--- src/rtl/rx.sv ---
// Serial receiver: start bit, WIDTH data bits MSB first, stop bit; rx_po/rx_valid update at the stop sample edge.
// No backpressure on the line: a good frame arriving while rx_valid is unacknowledged is dropped with an rx_overrun pulse.
module rx #(
    parameter int WIDTH        = 8,
    parameter int CLKS_PER_BIT = 1
) (
    input  logic             clk,
    input  logic             rst,
    input  logic             rx_si,
    input  logic             rx_ack,
    output logic [WIDTH-1:0] rx_po,
    output logic             rx_valid,
    output logic             rx_busy,
    output logic             rx_frame_err,
    output logic             rx_overrun
);

    localparam int HALF = CLKS_PER_BIT / 2;
    localparam int CW   = 5;

    typedef enum logic [1:0] {IDLE, START, DATA, STOP} state_t;

    state_t            state, state_nxt;
    logic              sync1, s;
    logic              armed;
    logic [CW-1:0]     cnt, bitcnt;
    logic [WIDTH-1:0]  shreg;
    logic              tick;
    logic              detect, enter_data, data_smp, good_frame, bad_frame;

    assign tick = (cnt == '0);

    always_ff @(posedge clk) begin
        if (rst) state <= IDLE;
        else     state <= state_nxt;
    end

    always_comb begin
        state_nxt = state;
        case (state)
            IDLE:    if (armed && !s) state_nxt = (HALF > 0) ? START : DATA;
            START:   if (tick) state_nxt = s ? IDLE : DATA;
            DATA:    if (tick && bitcnt == CW'(1)) state_nxt = STOP;
            STOP:    if (tick) state_nxt = IDLE;
            default: state_nxt = IDLE;
        endcase
    end

    always_comb begin
        detect     = (state == IDLE) && armed && !s;
        // With a one-cycle bit time the detection edge is also the start sample.
        enter_data = (detect && HALF == 0) || (state == START && tick && !s);
        data_smp   = (state == DATA) && tick;
        good_frame = (state == STOP) && tick && s;
        bad_frame  = (state == STOP) && tick && !s;
        rx_busy    = (state != IDLE);
    end

    always_ff @(posedge clk) begin
        if (rst) begin
            sync1        <= 1'b1;
            s            <= 1'b1;
            armed        <= 1'b1;
            cnt          <= '0;
            bitcnt       <= '0;
            shreg        <= '0;
            rx_po        <= '0;
            rx_valid     <= 1'b0;
            rx_frame_err <= 1'b0;
            rx_overrun   <= 1'b0;
        end else begin
            sync1        <= rx_si;
            s            <= sync1;
            rx_frame_err <= bad_frame;
            rx_overrun   <= good_frame && rx_valid && !rx_ack;

            // After a framing error the line must return high before a new start counts.
            if (bad_frame)
                armed <= 1'b0;
            else if (state == IDLE && s)
                armed <= 1'b1;

            if (enter_data) begin
                cnt    <= CW'(CLKS_PER_BIT - 1);
                bitcnt <= CW'(WIDTH);
            end else if (detect) begin
                cnt <= CW'(HALF - 1);
            end else if (data_smp) begin
                shreg  <= WIDTH'({shreg, s});
                bitcnt <= bitcnt - CW'(1);
                cnt    <= CW'(CLKS_PER_BIT - 1);
            end else if (state != IDLE && !tick) begin
                cnt <= cnt - CW'(1);
            end

            if (good_frame && (!rx_valid || rx_ack)) begin
                rx_po    <= shreg;
                rx_valid <= 1'b1;
            end else if (rx_valid && rx_ack) begin
                rx_valid <= 1'b0;
            end
        end
    end

endmodule

--- config.mk ---
export PLATFORM = sky130hd
export DESIGN_NAME = rx
export DESIGN_NICKNAME = d
export VERILOG_FILES = /design/src/rtl/rx.sv
export SDC_FILE = /design/constraint.sdc
export NUM_CORES = 1
export LEC_CHECK = 0
export BUFFER_PORTS_ARGS = -buffer_cell sky130_fd_sc_hd__buf_2
export CORE_MARGIN = 2
export CORE_UTILIZATION = 50
export CTS_CLUSTER_DIAMETER = 60
export DETAILED_ROUTE_END_ITERATION = 12
export PLACE_DENSITY = 0.81
export SLEW_MARGIN = 30
export SYNTH_ARGS = -nofsm -noshare
export SYNTH_HDL_FRONTEND = slang
export SYNTH_SLANG_ARGS = --single-unit
--- constraint.sdc ---
create_clock -name clk -period 4.01 [get_ports clk]
set_input_delay 0.401 -clock clk [delete_from_list [all_inputs] [get_ports clk]]
set_output_delay 0.401 -clock clk [all_outputs]
set_load 0.01 [all_outputs]
-- Yosys cells after proc, flatten, opt, wreduce, memory -nomap -nowiden
Index checks and enable logic that the tools add are counted.
- bits in registers: 34
- output and inout bits: 12
- add/subtract/negate cells: 2
- eq/ne operators: 9
- multiplexer cells: 16
- bitwise operators: 2
- reduce and logical (&&, ||, !) cells: 34
- operators by type and width (operator ; number):
    $logic_and 1x1->1 ; 16
    $mux 5 ; 3
    $mux 4 ; 3
    $mux 2 ; 5
    $sub 5x1->5 const B ; 2
    $ne 2x2->1 const B ; 4
    $pmux 2 s4 ; 1
    $reduce_bool 2->1 ; 4
    $eq 5x1->1 const B ; 1
    $logic_not 5->1 ; 1
    $eq 2x2->1 const B ; 2
    $logic_not 1->1 ; 4
    $mux 1 ; 4
    $reduce_and 2->1 ; 2
    $reduce_and 4->1 ; 1
    $reduce_and 3->1 ; 1
    $reduce_bool 3->1 ; 1
    $eq 2x1->1 const B ; 1
    $logic_not 2->1 ; 1
    $logic_or 1x1->1 ; 2
    $ne 2x1->1 const B ; 1
    $not 1->1 ; 2
    $reduce_or 2->1 ; 1

-- Longest topological paths before layout
Gate-level depths: netlist of run 1.
- depth after elaboration: 6
- mapped depth: 7
- depth with buffers taken out: 6

-- Worst setup path before layout of run 1
No wires, ideal clock.
- path type: flip-flop to flip-flop
- start point: register cnt[0]
- end point: register rx_po[0]
- library setup time: 124 ps
- arrival: 1625 ps
- required time: 3886 ps
- path slack: 2261 ps
- stages on the path, launching flop included: 8
- period minus slack after synthesis: 1749 ps
- cell sequence: dfxtp_1 -> inv_1 -> ha_1 -> or4b_4 -> nor3b_2 -> buf_6 -> mux2i_1 -> nor2_1
- cells in the longest elaborated chain, start to end: 4
- ends and longest elaborated chain (element ; RTL line ; text):
    from (decl) ; 26 ; logic [CW-1:0] cnt, bitcnt;
    from (signal assigned) ; 84 ; cnt <= CW'(CLKS_PER_BIT - 1);
    from (signal assigned) ; 87 ; cnt <= CW'(HALF - 1);
    from (signal assigned) ; 91 ; cnt <= CW'(CLKS_PER_BIT - 1);
    $logic_not 5->1 ; 31 ; assign tick = (cnt == '0);
    $logic_and 1x1->1 (2 in a row) ; 54 ; good_frame = (state == STOP) && tick && s;
    $logic_and 1x1->1 ; 96 ; if (good_frame && (!rx_valid || rx_ack)) begin
    to (signal assigned) ; 97 ; rx_po <= shreg;
    to (decl) ; 11 ; output logic [WIDTH-1:0] rx_po,
Every way passes these cells.
A chain may end at the register's enable or synchronous reset.

-- Worst setup path in the final report of run 1
- start point: register cnt[0]
- end point: register rx_po[4]
The elaborated chain is that of the path after synthesis.

==> impl_results.md, run 1 <==
* Mux contribution to synthesized area at 0.0616
* Library cells used by synthesis at 38
* Root Driver: clkbuf_4
* Ratio of cells with drive above 1 in the final layout at 0.168
* Initial antenna violation count at 0
* Complex-gate fraction of the synthesized area at 0.114
* Seq/Total Area, Yosys at 0.465
* Area fraction of the dominant cell type after synthesis at 0.465
* Post-Synth XOR/XNOR Area at 0.0240
* Initial DRC Count at 15
* # hold bufs at CTS at 0
* Power Density at 433 nW/um^2
* Adder-cell share of the synthesized area at 0.0257
* Initial Util at 0.530
* Fmax at 432 MHz
* DRC Markers at 0
* Fill cells at 252
* Number of enable flip-flop cells after synthesis at 0
* Gates resized, CTS repair at 0
* Final ANT Viol Nets at 0
* Gate power share at 0.101
* Classification of the worst setup path: reg -> reg
* Ys async rst share at 0
* Overall die width at 58.1 microns
* Total global-route track usage at 0.183
* Via/cell ratio at 5.41
* Sequential power share at 0.524
* Leak Pwr at 0.000617 uW
* Area contributors post-synth: dfxtp_1 (47%), a21oi_1 (6.2%), mux2i_1 (6.2%), nand2_1 (5.1%), nor2_1 (4.1%)
* Final Critical Period at 2310 ps
* RSZ-0062 raised after global routing: no
* Worst Setup Start Kind: register
* Diode count at 0
* Top Ports at 16
* Worst EP required at 4220 ps
* TritonCTS clock tree: yes
* CTS Buf Count at 5
* Clk pwr share at 0.375
* Row count at 19
* Sequential cell area at 681 sq um
* Sw Ratio at 0.240
* Pins Over Slew Limit at 0
* Avg WL per Cell at 13.5 microns
* Internal cell power at 521 uW
* Main combinational cell family by area after synthesis: simple AND/OR/NAND/NOR gates
* Main synth FF type: dfxtp_1
* Max-cap check violation count at 0
* Multi-input combinational cell area at 683 sq um
* Crit share post-route at 0.577
* Top-count cell post-synth: dfxtp_1
* Largest net degree at the start of global routing at 27
* Global-route wire length before repair at 4.70 mm
* Grt ovf at 0
* Post-DP HPWL at 1.92 mm
* Clock skew at 3.08 ps
* Vias in the first global route at 1,071
* Clock sink total at 34
* Crit-path slowest cell: nor3b_2
* Final GP Congestion at 0.757
* NetSw at 165 uW
* Peak supply drop at 0.333 mV
* Clock Latency Late Sink at 330 ps
* Die height at 58.1 microns
* DRT Wirelength at 2.75 mm
* DR vias at 1,104
* Core area at 2760 sq um
* Post-synthesis simple-gate area fraction at 0.242
* Clock-pin slew on the worst setup and hold paths at 100 ps
* Slew @ Worst Pin at 815 ps
* CP Cell Sequence: inv_1 -> ha_1 -> or4b_4 -> nor3b_2 -> mux2i_1 -> nor2_1
* Yosys top cell by area: dfxtp_1
* Rel. slew slack at 0.454
* DIE AREA at 3370 sq um
* WP data arrival at 2520 ps
* Syn avg cell area at 9.08 sq um
* Status: finished, final reports clean
* Setup TNS at 0 ps
* # nets final at 180
* Post-synth top cells: dfxtp_1 (34), nand2_1 (20), a21oi_1 (18)
* H-tree levels at 2
* Critical Path Sink Type: register
* Fin util at 0.575
* Largest fanout on the critical path at 8
* TritonRoute pass-1 iters at 4
* Max clock buf depth at 2
* Syn_nets at 168
* Hold Crit Class: in -> reg
* Setup bufs post-CTS at 0
* PortBufs at 15
* Flops & latches, synth at 34
* Syn Std Cell Area at 1460 sq um
* Area growth from synthesis to layout at 8.38%
* Final setup viols at 0
* YS warnings at 0
* Fin. Hold Viols at 0
* Cells after synthesis at 161
* CP peak stage delay at 710 ps
critical path, delay by kind of cell (launching register included):
family	cells	cell delay, ps
adders and majority gates	1	220
muxes	1	270
DFF	1	350
and+or+nand+nor	3	1290
buffers and inverters	1	80
worst paths after layout:
path	startpoint	endpoint	slack [ps]	cells after the start
max	cnt[0]	rx_po[4]	1700	6
min reg2reg	sync1	s	430	1
min	rx_si	sync1	250	2
max reg2reg	cnt[0]	rx_po[4]	1700	6
state kept, by name (all words and copies together), names as in the netlist:
name and count:
armed 1, sync1 1, rx_po 8, rx_frame_err 1, bitcnt 5, rx_valid 1, state 2, cnt 5
rx_overrun 1, s 1, shreg 8
cell type report:
cell class | count | area share
Tap cell | 31 | 0.0245
Multi-Input combinational cell | 110 | 0.431
Sequential cell | 34 | 0.429
Inverter | 7 | 0.0166
Clock buffer | 6 | 0.0324
Timing Repair Buffer | 15 | 0.0474
Clock inverter | 1 | 0.0189
per-stage QoR:
step                      total power (uW)  std cells  hold WS (ps)  worst slack (ps)  area (sq um)
after floorplan                        425        161           389              2260          1460
after global placement                 431        197           393              1820          1500
after detailed placement               435        197           409              1680          1500
after CTS                              691        204           244              1660          1590
after global routing                   715        204           247              1510          1590
final                                  686        204           254              1700          1590
per-layer routing:
layer / GRT usage / vias to the layer above / wire length [microns]
met3: 0.0580 / 6 / 99
met5: 0 / - / 0
met2: 0.310 / 22 / 1360
li1: - / 570 / -
met4: 0.0698 / 0 / 41
met1: 0.216 / 506 / 1240
cell families (layout without fill, tap and decap cells):
family / count (synthesis) / count (layout)
AO/OA/AOI/OAI: 28 / 28
XOR/XNOR: 4 / 4
adder cells (fa/ha/maj): 3 / 3
buffers and inverters: 17 / 29
flip-flops: 34 / 34
multiplexers: 9 / 9
AND/OR/NAND/NOR: 66 / 66
cells in the final DEF (no fill, tap or decap), drive strengths merged:
| cell | n |
|---|---|
| nand4 | 2 |
| nor4b | 2 |
| xor2 | 3 |
| or3 | 1 |
| buf | 15 |
| nor2 | 16 |
| nand2 | 20 |
| o21ai | 2 |
| a21bo | 1 |
| a31oi | 2 |
| inv | 7 |
| nor2b | 2 |
| a211oi | 1 |
| xnor2 | 1 |
| bufinv | 1 |
| nor3 | 5 |
| clkbuf | 6 |
| dfxtp | 34 |
| a21oi | 18 |
| or2 | 3 |
| nand3 | 4 |
| nor4 | 2 |
| ha | 3 |
| o31ai | 1 |
| a22oi | 1 |
| a221oi | 1 |
| o211ai | 1 |
| mux2i | 9 |
| nand2b | 6 |
| nor3b | 1 |
| or4b | 2 |
power by group through the flow:
stage / clock network (uW) / registers, uW / logic [uW]
CTS: 263 / 359 / 69.3
global route: 276 / 361 / 77.9
floorplan: 0 / 361 / 63.3
finish: 258 / 359 / 69.5
global placement: 0 / 366 / 65.0
detailed placement: 0 / 367 / 68.2
Power figures use the tool's default switching activity.
==> run 2: changes to the inputs <==
PLACE_DENSITY = 0.83   (was 0.81)
clock period = 1.9 ns   (was 4.01 ns; I/O delays follow)
==> run 2 against run 1 <==
Against the previous run:
- via count grew 5.5%
- clock skew grew 7.5 ps
- global-route usage grew 0.61 points
- maximum frequency grew 29%
- largest cell class unchanged
==> impl_results.md, run 2 (same netlist as run 1, synthesis figures left out) <==
* Status: finished, final reports clean (unchanged)
* Final ANT Viol Nets at 0 (unchanged)
* Global-route wire length before repair at 4.84 mm (was 4.70 mm)
* Power Density at 835 nW/um^2 (was 433 nW/um^2)
* Pins Over Slew Limit at 0 (unchanged)
* WP data arrival at 2020 ps (was 2520 ps)
* Largest regs: rx_po (8), shreg (8) (unchanged)
* H-tree levels at 2 (unchanged)
* Slew @ Worst Pin at 421 ps (was 815 ps)
* Max-cap check violation count at 0 (unchanged)
* Final Critical Period at 1800 ps (was 2310 ps)
* Via/cell ratio at 5.50 (was 5.41)
* Max clock buf depth at 2 (unchanged)
* Root Driver: clkbuf_4 (unchanged)
* Total global-route track usage at 0.189 (was 0.183)
* Hold Crit Class: in -> reg (unchanged)
* DIE AREA at 3370 sq um (unchanged)
* Rel. slew slack at 0.719 (was 0.454)
* Top Ports at 16 (unchanged)
* Initial DRC Count at 39 (was 15)
* Worst Setup Start Kind: register (unchanged)
* Initial Util at 0.530 (unchanged)
* Largest net degree at the start of global routing at 27 (unchanged)
* Final setup viols at 0 (unchanged)
* PortBufs at 15 (unchanged)
* TritonCTS clock tree: yes (unchanged)
* Most frequent cells in the layout: dfxtp_1 (32), nand2_1 (20), a21oi_1 (18), nor2_1 (16), buf_2 (15) (was dfxtp_1 (34), nand2_1 (20), a21oi_1 (18), nor2_1 (16), buf_2 (15))
* Clock-pin slew on the worst setup and hold paths at 100 ps (about the same)
* Most common cell after layout, fill and taps aside: dfxtp_1 (unchanged)
* # nets final at 187 (was 180)
* Fin. Hold Viols at 0 (unchanged)
* Crit share post-route at 0.947 (was 0.577)
* Clock sink total at 34 (unchanged)
* Diode count at 0 (unchanged)
* Leak Pwr at 0.000644 uW (was 0.000617 uW)
* Grt ovf at 0 (unchanged)
* Clock Latency Late Sink at 350 ps (was 330 ps)
* DRC Markers at 0 (unchanged)
* Initial antenna violation count at 0 (unchanged)
* Fmax at 556 MHz (was 432 MHz)
* Classification of the worst setup path: reg -> reg (unchanged)
* DR vias at 1,165 (was 1,104)
* Row count at 19 (unchanged)
* Post-DP HPWL at 1.90 mm (was 1.92 mm)
* Largest fanout on the critical path at 8 (unchanged)
* Vias in the first global route at 1,141 (was 1,071)
* Die height at 58.1 microns (unchanged)
* CTS Buf Count at 5 (unchanged)
* Critical Path Sink Type: register (unchanged)
* Core area at 2760 sq um (unchanged)
* Setup TNS at 0 ps (unchanged)
* RSZ-0062 raised after global routing: no (unchanged)
* Total power at 1370 uW (was 686 uW)
* TritonRoute pass-1 iters at 5 (was 4)
* Peak supply drop at 0.676 mV (was 0.333 mV)
* Overall die width at 58.1 microns (unchanged)
* Avg WL per Cell at 13.5 microns (about the same)
* DRT Wirelength at 2.87 mm (was 2.75 mm)
* Min Hold Slack at 32.0 ps (was 254 ps)
* Area growth from synthesis to layout at 12.2% (was 8.38%)
* Fill cells at 242 (was 252)
* Worst EP required at 2130 ps (was 4220 ps)
* Clock skew at 10.6 ps (was 3.08 ps)
* Final GP Congestion at 0.830 (was 0.757)
* Ratio of cells with drive above 1 in the final layout at 0.227 (was 0.168)
run 2: layout make-up:
class | count | area [sq um] | share of cell area
Sequential cell | 34 | 686 | 0.418
Inverter | 7 | 26.3 | 0.0160
Multi-Input combinational cell | 110 | 696 | 0.424
Tap cell | 31 | 38.8 | 0.0236
Clock inverter | 2 | 12.5 | 0.00762
Timing Repair Buffer | 22 | 131 | 0.0800
Clock buffer | 6 | 51.3 | 0.0313
run 2: where the power goes:
group	internal (uW)	switching (uW)
Clock	178	259
Sequential	734	25.9
Combinational	80.4	94.2
run 2: worst paths after layout:
check | startpoint | endpoint | slack [ps] | cells after the start
worst max-delay path | cnt[0] | rx_po[6] | 100 | 7
worst min-delay path | rx_si | sync1 | 30 | 2
worst max register to register | cnt[0] | rx_po[6] | 100 | 7
worst min register to register | sync1 | s | 430 | 1
run 2: through the flow:
step / setup WS (ps) / utilization / cells / cell area [sq um]
global placement: 109 / 0.562 / 203 / 1550
finish: 101 / 0.595 / 212 / 1640
CTS: 27.0 / 0.585 / 211 / 1610
floorplan: 151 / - / 161 / 1460
detailed placement: 54.7 / 0.562 / 203 / 1550
global route: 1.98 / 0.595 / 212 / 1640
run 2: repair_timing:
item | in CTS | in global routing
setup buffers | 0 | 1
endpoints found under the setup margin | 0 | 17
resized for setup | 0 | 7
hold buffers | 0 | 0
run 2: layer usage:
layer / share of wire / vias to the layer above / track usage
met2: 0.49 / 24 / 0.304
met3: 0.040 / 4 / 0.0670
met4: 0.020 / 0 / 0.0897
li1: - / 586 / -
met1: 0.45 / 551 / 0.226
met5: 0 / - / 0
run 2: worst max-delay path, stage by stage (launching register included):
cell     delay, ps
dfxtp_4        370
inv_2           70
ha_4           130
or4b_4         490
nor3b_2        190
buf_6          170
mux2i_1        200
nor2_1          60
==> run 3: changes to the inputs <==
CORE_UTILIZATION = 45   (was 50)
PLACE_DENSITY = 0.7   (was 0.83)
==> run 3 against run 2 <==
Against the previous run:
- sequential share of layout area about the same
- highest routed layer unchanged
- setup slack got worse by 7.7 ps
- clock skew decreased by 1.9 ps
- critical path depth unchanged
- largest power group unchanged
- combinational power decreased by 7%
- first-iteration DRC count increased by 13%
- worst hold slack improved by 18 ps
- final cell count increased by 5.7%
- core utilization decreased by 6.4 points
- via count decreased by 0.34%
- count of clock-buffer cells in the layout increased by 1
==> impl_results.md, run 3 (same netlist as run 1, synthesis figures left out) <==
* Final GP Congestion at 0.813 (was 0.830)
* Critical Path Sink Type: register (unchanged)
* NetSw at 339 uW (was 379 uW)
* Critical path's top delay family: simple AND/OR/NAND/NOR gates (unchanged)
* Largest regs: rx_po (8), shreg (8) (unchanged)
* Crit. Startpoint: cnt[0] (unchanged)
* Final ANT Viol Nets at 0 (unchanged)
* Fin. Hold Viols at 0 (unchanged)
* PortBufs at 15 (unchanged)
* DIE AREA at 3720 sq um (was 3370 sq um)
* Classification of the worst setup path: reg -> reg (unchanged)
* Clk pwr share at 0.305 (was 0.319)
* Rel. slew slack at 0.685 (was 0.719)
* Leak Pwr at 0.000637 uW (was 0.000644 uW)
* Hold Crit Class: in -> reg (unchanged)
* CP Cell Sequence: inv_2 -> ha_2 -> or4b_4 -> nor3b_2 -> buf_6 -> mux2i_1 -> nor2_1 (was inv_2 -> ha_4 -> or4b_4 -> nor3b_2 -> buf_6 -> mux2i_1 -> nor2_1)
* Finished Layout Cells at 224 (was 212)
* Clock sink total at 34 (unchanged)
* WP depth at 7 (unchanged)
* Fill cells at 305 (was 242)
* Reg2Reg Launch Point: cnt[0] (unchanged)
* Root Driver: clkbuf_4 (unchanged)
* Row count at 20 (was 19)
* CP peak stage delay at 490 ps (about the same)
* Post-place instance area at 1570 sq um (was 1550 sq um)
* Internal cell power at 989 uW (was 992 uW)
* # hold bufs at CTS at 0 (unchanged)
* Sw Ratio at 0.256 (was 0.277)
* Avg WL per Cell at 12.1 microns (was 13.5 microns)
* Setup TNS at 0 ps (unchanged)
* Crit path buf inv count at 2 (unchanged)
* Clock skew at 8.76 ps (was 10.6 ps)
* Diode count at 0 (unchanged)
* Post-DP HPWL at 1.88 mm (was 1.90 mm)
* Initial Util at 0.475 (was 0.530)
* Most frequent cells in the layout: dfxtp_1 (32), nand2_1 (20), a21oi_1 (18), nor2_1 (16), buf_2 (15) (unchanged)
* CP endpoint: rx_po[7] (was rx_po[6])
* Die height at 61.0 microns (was 58.1 microns)
* TritonCTS clock tree: yes (unchanged)
* Max-cap check violation count at 0 (unchanged)
* Clock-pin slew on the worst setup and hold paths at 100 ps (about the same)
* R2R cell count at 7 (unchanged)
* Total global-route track usage at 0.167 (was 0.189)
* Pins Over Slew Limit at 0 (unchanged)
* Vias in the first global route at 1,045 (was 1,141)
* TritonRoute pass-1 iters at 4 (was 5)
* Power Density at 812 nW/um^2 (was 835 nW/um^2)
* Area growth from synthesis to layout at 11.9% (was 12.2%)
* Peak supply drop at 0.582 mV (was 0.676 mV)
* Max clock buf depth at 2 (unchanged)
* DP Cell Count at 216 (was 203)
* Global-route wire length before repair at 4.47 mm (was 4.84 mm)
* Via/cell ratio at 5.18 (was 5.50)
* Largest net degree at the start of global routing at 27 (unchanged)
* Top Ports at 16 (unchanged)
* Final Critical Period at 1810 ps (was 1800 ps)
* Sequential power share at 0.572 (was 0.554)
* Gate power share at 0.123 (was 0.127)
* Most common cell after layout, fill and taps aside: dfxtp_1 (unchanged)
* DR vias at 1,161 (was 1,165)
* CTS Buf Count at 5 (unchanged)
* Grt ovf at 0 (unchanged)
* Status: finished, final reports clean (unchanged)
* Worst EP required at 2100 ps (was 2130 ps)
* Initial DRC Count at 44 (was 39)
* R2r setup slk at 90 ps (was 100 ps)
* Hold path cells at 2 (unchanged)
* Crit-path slowest cell: or4b_4 (unchanged)
* Fmax at 554 MHz (was 556 MHz)
* Design Area, Final at 1640 sq um (about the same)
* Core area at 3080 sq um (was 2760 sq um)
* RSZ-0062 raised after global routing: no (unchanged)
* DRC Markers at 0 (unchanged)
* Crit share post-route at 0.951 (was 0.947)
* H-tree levels at 2 (unchanged)
* # nets final at 186 (was 187)
* Ratio of cells with drive above 1 in the final layout at 0.222 (was 0.227)
* Worst Setup Start Kind: register (unchanged)
* DRT Wirelength at 2.70 mm (was 2.87 mm)
* Largest fanout on the critical path at 8 (unchanged)
* Clock Latency Late Sink at 320 ps (was 350 ps)
* Slew @ Worst Pin at 473 ps (was 421 ps)
* Min Hold Slack at 50.0 ps (was 32.0 ps)
* WP data arrival at 2010 ps (was 2020 ps)
* Final setup viols at 0 (unchanged)
* FF-to-FF End: rx_po[7] (was rx_po[6])
* Overall die width at 61.0 microns (was 58.1 microns)
* Initial antenna violation count at 0 (unchanged)
-- run 3: per-layer routing --
metal	track usage	vias to the layer above	wire, microns
li1	-	585	-
met5	0	-	0
met2	0.258	24	1280
met1	0.206	547	1290
met3	0.0504	5	94
met4	0.0963	0	41
-- run 3: power groups by stage --
stage          combinational [uW]  clock [uW]  sequential, uW
5_1_grt                       185         455             763
3_5_place_dp                  161           0             774
6_report                      163         405             760
4_1_cts                       162         425             758
3_3_place_gp                  156           0             772
2_1_floorplan                 133           0             763
-- run 3: through the flow --
step	setup slack, ps	total power (uW)	util
final	93.7	1330	0.532
after global routing	9.13	1400	0.532
after CTS	8.89	1340	0.528
after detailed placement	45.7	934	0.509
after global placement	91.5	928	0.509
after floorplan	151	896	-
-- run 3: worst register-to-register path: stages, from the launching register on --
cell and delay [ps]:
dfxtp_2 350, inv_2 60, ha_2 170, or4b_4 490, nor3b_2 190, buf_6 180
mux2i_1 200, nor2_1 60
-- run 3: worst min path at each step --
stage	endpoint	slack [ps]	startpoint
final	sync1	50	rx_si
after global routing	sync1	40	rx_si
after CTS	sync1	40	rx_si
after detailed placement	sync1	380	rx_si
after global placement	sync1	380	rx_si
after floorplan	sync1	290	rx_si
-- run 3: layout make-up --
cell class,count,area [sq um],area share
multi-input combinational,110,688,0.420
sequential,34,683,0.417
timing repair buffer,21,124,0.0757
clock buffer,7,55.1,0.0336
tap,44,55.1,0.0336
inverter,7,26.3,0.0161
clock inverter,1,5.00,0.00306
-- run 3: repair_timing --
| item | CTS | global route |
|---|---|---|
| setup buffers | 0 | 0 |
| endpoints found under the hold margin | 0 | 0 |
| setup endpoints to repair | 0 | 17 |
| resized for setup | 0 | 6 |
